`src/rtl/truth_table_sweeper_pkg.sv`:
```
// Shared types and constants for the truth-table sweeper.
package tt_sweep_pkg;

  localparam int NUM_VEC = 16;
  localparam int IDX_W   = 4;

  typedef enum logic [2:0] {
    IDLE,
    DRIVE,
    SETTLE,
    SAMPLE,
    FIN
  } state_e;

  function automatic logic [4:0] popcount16(input logic [15:0] v);
    logic [4:0] c;
    c = '0;
    for (int i = 0; i < 16; i++) begin
      c = c + {4'b0000, v[i]};
    end
    return c;
  endfunction

endpackage

```
`src/rtl/truth_table_sweeper_if.sv`:
```
// Controller-side and circuit-side signals of one sweeper; slave = sweeper, master = its environment.
interface truth_table_sweeper_if;

  logic        start;
  logic        abort;
  logic [15:0] expected_tt;
  logic        vec_in1;
  logic        vec_in2;
  logic        vec_in3;
  logic        vec_in4;
  logic        circ_out;
  logic        busy;
  logic        done;
  logic [15:0] tt;
  logic        pass;
  logic [4:0]  mismatch_cnt;
  logic [3:0]  first_fail_idx;
  logic        fail_seen;

  modport slave (
    input  start, abort, expected_tt, circ_out,
    output vec_in1, vec_in2, vec_in3, vec_in4,
    output busy, done, tt, pass, mismatch_cnt, first_fail_idx, fail_seen
  );

  modport master (
    output start, abort, expected_tt, circ_out,
    input  vec_in1, vec_in2, vec_in3, vec_in4,
    input  busy, done, tt, pass, mismatch_cnt, first_fail_idx, fail_seen
  );

endinterface

```
`src/rtl/truth_table_sweeper_settle_timer.sv`:
```
// Loadable down-counter with zero flag; load wins over decrement, saturates at zero.
module tt_settle_timer #(
  parameter int CNT_W = 8
) (
  input  logic             clk,
  input  logic             rst,
  input  logic             load,
  input  logic [CNT_W-1:0] load_val,
  input  logic             dec,
  output logic             zero
);

  logic [CNT_W-1:0] cnt_q, cnt_d;

  always_comb begin
    cnt_d = cnt_q;
    if (load) begin
      cnt_d = load_val;
    end else if (dec && (cnt_q != '0)) begin
      cnt_d = cnt_q - 1'b1;
    end
  end

  always_ff @(posedge clk) begin
    if (rst) begin
      cnt_q <= '0;
    end else begin
      cnt_q <= cnt_d;
    end
  end

  assign zero = (cnt_q == '0);

endmodule

```
`src/rtl/truth_table_sweeper.sv`:
```
// Drives all 16 vectors into one 4-in/1-out circuit, captures its truth table and compares it.
// done pulses in cycle 16*(SETTLE_CYCLES+2)+1 after the start cycle; start ignored while busy.
module truth_table_sweeper
  import tt_sweep_pkg::*;
#(
  parameter int SETTLE_CYCLES = 4,
  parameter int CNT_W         = 8
) (
  input  logic            clk,
  input  logic            rst,
  truth_table_sweeper_if.slave bus
);

  // Timer runs SETTLE_CYCLES-1 down to 0, one SETTLE cycle per count.
  localparam logic [CNT_W-1:0] LOAD_VAL =
    (SETTLE_CYCLES == 0) ? '0 : CNT_W'(SETTLE_CYCLES - 1);

  state_e               state_q, state_d;
  logic [IDX_W-1:0]     idx_q, idx_d;
  logic [IDX_W-1:0]     vec_q, vec_d;
  logic [NUM_VEC-1:0]   tt_q, tt_d;
  logic [NUM_VEC-1:0]   exp_q, exp_d;
  logic [4:0]           mm_q, mm_d;
  logic [IDX_W-1:0]     ff_q, ff_d;
  logic                 fs_q, fs_d;
  logic                 pass_q, pass_d;
  logic                 busy_q, busy_d;
  logic                 done_q, done_d;
  logic                 tmr_load, tmr_dec, tmr_zero;

  tt_settle_timer #(.CNT_W(CNT_W)) u_timer (
    .clk      (clk),
    .rst      (rst),
    .load     (tmr_load),
    .load_val (LOAD_VAL),
    .dec      (tmr_dec),
    .zero     (tmr_zero)
  );

  always_comb begin
    state_d  = state_q;
    idx_d    = idx_q;
    vec_d    = vec_q;
    tt_d     = tt_q;
    exp_d    = exp_q;
    mm_d     = mm_q;
    ff_d     = ff_q;
    fs_d     = fs_q;
    pass_d   = pass_q;
    done_d   = 1'b0;
    tmr_load = 1'b0;
    tmr_dec  = 1'b0;

    if (bus.abort) begin
      state_d = IDLE;
      vec_d   = '0;
      pass_d  = 1'b0;
    end else begin
      case (state_q)
        IDLE: begin
          if (bus.start) begin
            exp_d   = bus.expected_tt;
            tt_d    = '0;
            mm_d    = '0;
            ff_d    = '0;
            fs_d    = 1'b0;
            pass_d  = 1'b0;
            idx_d   = '0;
            state_d = DRIVE;
          end
        end
        DRIVE: begin
          vec_d    = idx_q;
          tmr_load = 1'b1;
          state_d  = (SETTLE_CYCLES == 0) ? SAMPLE : SETTLE;
        end
        SETTLE: begin
          tmr_dec = 1'b1;
          if (tmr_zero) begin
            state_d = SAMPLE;
          end
        end
        SAMPLE: begin
          tt_d[idx_q] = bus.circ_out;
          if (bus.circ_out != exp_q[idx_q]) begin
            mm_d = mm_q + 5'd1;
            if (!fs_q) begin
              ff_d = idx_q;
              fs_d = 1'b1;
            end
          end
          if (idx_q == IDX_W'(NUM_VEC - 1)) begin
            state_d = FIN;
            done_d  = 1'b1;
            pass_d  = (mm_d == 5'd0);
          end else begin
            idx_d   = idx_q + 1'b1;
            state_d = DRIVE;
          end
        end
        FIN:     state_d = IDLE;
        default: state_d = IDLE;
      endcase
    end

    busy_d = (state_d != IDLE);
  end

  always_ff @(posedge clk) begin
    if (rst) begin
      state_q <= IDLE;
      idx_q   <= '0;
      vec_q   <= '0;
      tt_q    <= '0;
      exp_q   <= '0;
      mm_q    <= '0;
      ff_q    <= '0;
      fs_q    <= 1'b0;
      pass_q  <= 1'b0;
      busy_q  <= 1'b0;
      done_q  <= 1'b0;
    end else begin
      state_q <= state_d;
      idx_q   <= idx_d;
      vec_q   <= vec_d;
      tt_q    <= tt_d;
      exp_q   <= exp_d;
      mm_q    <= mm_d;
      ff_q    <= ff_d;
      fs_q    <= fs_d;
      pass_q  <= pass_d;
      busy_q  <= busy_d;
      done_q  <= done_d;
    end
  end

  assign bus.vec_in1        = vec_q[3];
  assign bus.vec_in2        = vec_q[2];
  assign bus.vec_in3        = vec_q[1];
  assign bus.vec_in4        = vec_q[0];
  assign bus.busy           = busy_q;
  assign bus.done           = done_q;
  assign bus.tt             = tt_q;
  assign bus.pass           = pass_q;
  assign bus.mismatch_cnt   = mm_q;
  assign bus.first_fail_idx = ff_q;
  assign bus.fail_seen      = fs_q;

endmodule

```
`src/flat_wrapper.sv`:
```
// flat-port wrapper written by rule: the top's interface ports become plain ports
module truth_table_sweeper_flat import tt_sweep_pkg::*;
#(
  parameter int SETTLE_CYCLES = 4,
  parameter int CNT_W         = 8
)
  (clk, rst, bus_start, bus_abort, bus_expected_tt, bus_circ_out, bus_vec_in1, bus_vec_in2, bus_vec_in3, bus_vec_in4, bus_busy, bus_done, bus_tt, bus_pass, bus_mismatch_cnt, bus_first_fail_idx, bus_fail_seen);
  truth_table_sweeper_if bus_i ();
  input  logic clk;
  input  logic rst;
  input wire logic [$bits(bus_i.start)-1:0] bus_start;
  input wire logic [$bits(bus_i.abort)-1:0] bus_abort;
  input wire logic [$bits(bus_i.expected_tt)-1:0] bus_expected_tt;
  input wire logic [$bits(bus_i.circ_out)-1:0] bus_circ_out;
  output wire logic [$bits(bus_i.vec_in1)-1:0] bus_vec_in1;
  output wire logic [$bits(bus_i.vec_in2)-1:0] bus_vec_in2;
  output wire logic [$bits(bus_i.vec_in3)-1:0] bus_vec_in3;
  output wire logic [$bits(bus_i.vec_in4)-1:0] bus_vec_in4;
  output wire logic [$bits(bus_i.busy)-1:0] bus_busy;
  output wire logic [$bits(bus_i.done)-1:0] bus_done;
  output wire logic [$bits(bus_i.tt)-1:0] bus_tt;
  output wire logic [$bits(bus_i.pass)-1:0] bus_pass;
  output wire logic [$bits(bus_i.mismatch_cnt)-1:0] bus_mismatch_cnt;
  output wire logic [$bits(bus_i.first_fail_idx)-1:0] bus_first_fail_idx;
  output wire logic [$bits(bus_i.fail_seen)-1:0] bus_fail_seen;
  assign bus_i.start = bus_start;
  assign bus_i.abort = bus_abort;
  assign bus_i.expected_tt = bus_expected_tt;
  assign bus_i.circ_out = bus_circ_out;
  assign bus_vec_in1 = bus_i.vec_in1;
  assign bus_vec_in2 = bus_i.vec_in2;
  assign bus_vec_in3 = bus_i.vec_in3;
  assign bus_vec_in4 = bus_i.vec_in4;
  assign bus_busy = bus_i.busy;
  assign bus_done = bus_i.done;
  assign bus_tt = bus_i.tt;
  assign bus_pass = bus_i.pass;
  assign bus_mismatch_cnt = bus_i.mismatch_cnt;
  assign bus_first_fail_idx = bus_i.first_fail_idx;
  assign bus_fail_seen = bus_i.fail_seen;
  truth_table_sweeper #(.SETTLE_CYCLES(SETTLE_CYCLES), .CNT_W(CNT_W)) u_core (.clk(clk), .rst(rst), .bus(bus_i));
endmodule
```
`config.mk`:
```
export PLATFORM = sky130hd
export DESIGN_NAME = truth_table_sweeper_flat
export DESIGN_NICKNAME = d
export VERILOG_FILES = /design/src/rtl/truth_table_sweeper_pkg.sv /design/src/rtl/truth_table_sweeper_if.sv /design/src/rtl/truth_table_sweeper_settle_timer.sv /design/src/rtl/truth_table_sweeper.sv /design/src/flat_wrapper.sv
export SDC_FILE = /design/constraint.sdc
export NUM_CORES = 1
export LEC_CHECK = 0
export ABC_AREA = 1
export CAP_MARGIN = 5
export CELL_PAD_IN_SITES_DETAIL_PLACEMENT = 2
export CELL_PAD_IN_SITES_GLOBAL_PLACEMENT = 2
export CORE_AREA = 2 2 106 108
export DETAILED_ROUTE_END_ITERATION = 10
export DIE_AREA = 0 0 108 110
export PLACE_DENSITY = 0.79
export SYNTH_ARGS = -nofsm -noshare
export SYNTH_HDL_FRONTEND = slang
export SYNTH_SLANG_ARGS = --single-unit
```
`constraint.sdc`:
```
create_clock -name clk -period 2.1 [get_ports clk]
set_clock_uncertainty 0.2 [all_clocks]
set_input_delay 0.21 -clock clk [delete_from_list [all_inputs] [get_ports clk]]
set_output_delay 0.21 -clock clk [all_outputs]
set_load 0.02 [all_outputs]
```
==> flow_summary.yaml <==
timing:
  report.final.setup_viol: 5
  setup-tns-final_ns: -0.235
  drv_slew: 0
  grt_setup_unrepaired: "yes"
  worstMarginPinSlew_ns: 0.317
  worst_slew_margin_rel: 0.788
  timing.final.hold_violations: 0
  layout_worst_path_cycle_share: 1.04
  min_period_ns: 2.18
  final_critical_path_setup_slack_ns: -0.0823
  max_freq_mhz: 458
logic_synthesis:
  synth.avg_cell_area_um2: 6.95
  synth_async_sr_flop_share: 0
  post_synth_inst_count: 434
  synth_area_um2: 3020
  netlist.top_cell.by_area: "dfxtp_1"
  synth_common_cells: "nand2_1, dfxtp_1, nor2_1, inv_1, a21oi_1"
  ys_ff_latch: 64
  ys_dominant_reg_cell: "dfxtp_1"
  synth_fp_nets: 462
  leading_post_synthesis_cells_by_cell_area: "dfxtp_1, nand2_1, a21oi_1"
  synth_most_common_cell: "nand2_1"
  synth_enable_flop_cells: 0
  netlist.area_leader.share: 0.425
  synth.distinct_cells: 35
  yosys_warnings: 0
  proportion_of_synthesized_chip_area_in_sequential_cells: 0.425
critical_path:
  timing.setup.critical_path_class: "reg2reg"
  cp_data_arrival_time_ns: 2.28
  worstSetupStartpointType: "register"
  r2r_slack_ns: -0.08
  slowest_stage: "dfxtp_4"
  crit_path_cell_trace: "buf_12, clkinv_8, nand2_2, nand3_2, nand2_1, nand2_1, nand2_2, o21ai_4, nand2_4, buf_6, nand2_4, nand3_2, nor2_1, nand3_1, a21oi_1"
  worstPathRequired_ns: 2.19
  critical_path.max_stage_delay_ns: 0.37
  crit_path_end_kind: "register"
  cp_max_fo: 7
global_route:
  first_global_vias: 3323
  grt_antenna_before_repair: 0
  grt_first_pass_wirelength_um: 16400
  global_route_usage_sum: 0.179
  grt_start_max_net_pins: 34
  globalRoute.totalOverflow: 0
worst_hold_path:
  worst_min_delay_path_class: "reg2reg"
power:
  power_leakage_nw: 1.70
  ir_worst_vdd_mv: 0.267
  power.total_w: 0.00278
  power-per-cell-area_nw_per_um2: 638
detailed_routing:
  drt_drc_violations_left: 0
  post_drt_via_cell_ratio: 4.78
  detail-route-antenna-nets: 0
  wl_um: 10800
  detail_route.wl_per_cell_um: 16.4
  drtPass1Iterations: 4
  detailroute.via_count: 3158
  first_iter_violations: 65
placement:
  gp_routability_congestion: 0.787
  dp.cells: 633
  port_buffers: 53
  detailed_place_hpwl_um: 7260
die:
  die-area_um2: 11900
  fp.dieW_um: 108
  floorplan.die.height_um: 110
  fp.coreArea_um2: 10700
  ios: 54
  row_count: 38
  start_util: 0.282
layout:
  layout.area.seq_um2: 1290
  final_layout_fill_cell_count: 1233
  syn_to_final_growth_pct: 44.3
  footprint_of_the_multi_input_gates_um2: 1620
  antenna_cells: 0
  instances_no_fill: 660
  nets: 543
  drive_above_1_share: 0.204
clock_network:
  clkLatencyLatePin_ns: 0.37
  clkSinkCount: 64
  tritoncts: "built"
  cts_max_path_buffers: 2
  cts_made_buffers: 9
  cts.root.buffer_cell: "clkbuf_8"
  clkTransAtPathRegs_ns: 0.08
  clock_tree.htree_level_count: 3
flow_run:
  drv.max_cap_violation_count: 0
outcome:
  failing_checks: "setup timing"
  run_status: "finished, violations left"
## metal layers
layer  global-route usage  routed length, um  share of wire  vias up
met5                    0                  0              0        -
met4               0.0806                256          0.024        0
met3               0.0259                280          0.026       19
met2                0.318               5570           0.51       47
met1                0.214               4730           0.44     1541
li1                     -                  -              -     1551
## through the flow
step	area [um2]	setup WS, ns	util	hold WS [ns]
global route	4360	-0.219	0.407	0.270
detailed placement	3830	-0.107	0.358	0.249
floorplan	3020	0.129	-	0.173
finish	4360	-0.0823	0.407	0.256
global placement	3830	-0.0249	0.358	0.247
CTS	4060	-0.0363	0.380	0.260
## layout make-up
cell class	instances	area share
multi-input combinational	299	0.371
sequential	64	0.296
timing repair buffer	84	0.188
inverter	56	0.0526
tap	140	0.0402
clock buffer	10	0.0316
clock inverter	6	0.0190
timing repair inverter	1	0.00201
## sequential cells by signal (all words and copies together) (netlist names)
name and count:
u_core.idx_q 4, u_core.bus.done 1, u_core.exp_q 16, u_core.vec_q 4, u_core.bus.first_fail_idx 4, u_core.bus.busy 1, u_core.state_q 3, u_core.bus.tt 16
u_core.bus.mismatch_cnt 5, u_core.bus.pass 1, u_core.bus.fail_seen 1, u_core.u_timer.cnt_q 8
## where the power goes
| part | leakage [nW] | internal, W | switching, W |
|---|---|---|---|
| Combinational | 1.07 | 0.000132 | 0.000176 |
| Sequential | 0.521 | 0.00125 | 0.0000139 |
| Clock | 0.112 | 0.000694 | 0.000517 |
| Total | 1.70 | 0.00207 | 0.000706 |
## cell families (layout without fill, tap and decap cells)
family,Yosys count,in the layout,share of synthesized area
AND/OR/NAND/NOR,188,188,0.259
XOR/XNOR,4,4,0.0116
adder cells (fa/ha/maj),7,7,0.0290
buffers and inverters,71,157,0.0974
AO/OA/AOI/OAI,100,100,0.179
flip-flops,64,64,0.425
## critical path: cells and delay by family (launching register included)
family,cells,cell delay [ns]
AO/OA/AOI/OAI,2,0.36
buffers and inverters,3,0.34
AND/OR/NAND/NOR,10,0.86
flip-flops,1,0.37
## layout by cell type (no fill, tap or decap), types with 2 or more instances in the layout
cell type,instances
inv_2,6
dfxtp_2,2
nand2_4,7
nor2_4,3
nand2_2,10
buf_4,25
clkinvlp_4,2
buf_6,3
nand2_1,83
nand4_1,2
dfxtp_1,61
o21ai_0,37
ha_1,7
clkinv_2,3
nor2_1,45
nand3_2,9
a211oi_1,2
nand3_1,10
clkbuf_8,10
clkdlybuf4s50_1,53
inv_1,47
nor2_2,8
nor3_1,4
xor2_1,3
a21oi_1,49
o21ai_1,4
o21ai_2,2
buf_12,2
bufinv_16,2
nor4_2,2
## path summary, 6_finish.rpt
path / startpoint / end / cells past startpoint
worst min register to register: u_core.exp_q[9] / u_core.exp_q[9] / 2
worst max-delay path: u_core.idx_q[0] / u_core.bus.pass / 15
worst min-delay path: u_core.exp_q[9] / u_core.exp_q[9] / 2
worst max register to register: u_core.idx_q[0] / u_core.bus.pass / 15
## what timing repair did
action	4_1_cts	5_1_grt
hold buffers	0	0
buffers inserted	1	8
pin swaps	1	22
setup endpoints to repair	3	24
cloned	0	2
resized for setup	2	61
Power figures use the tool's default switching activity.
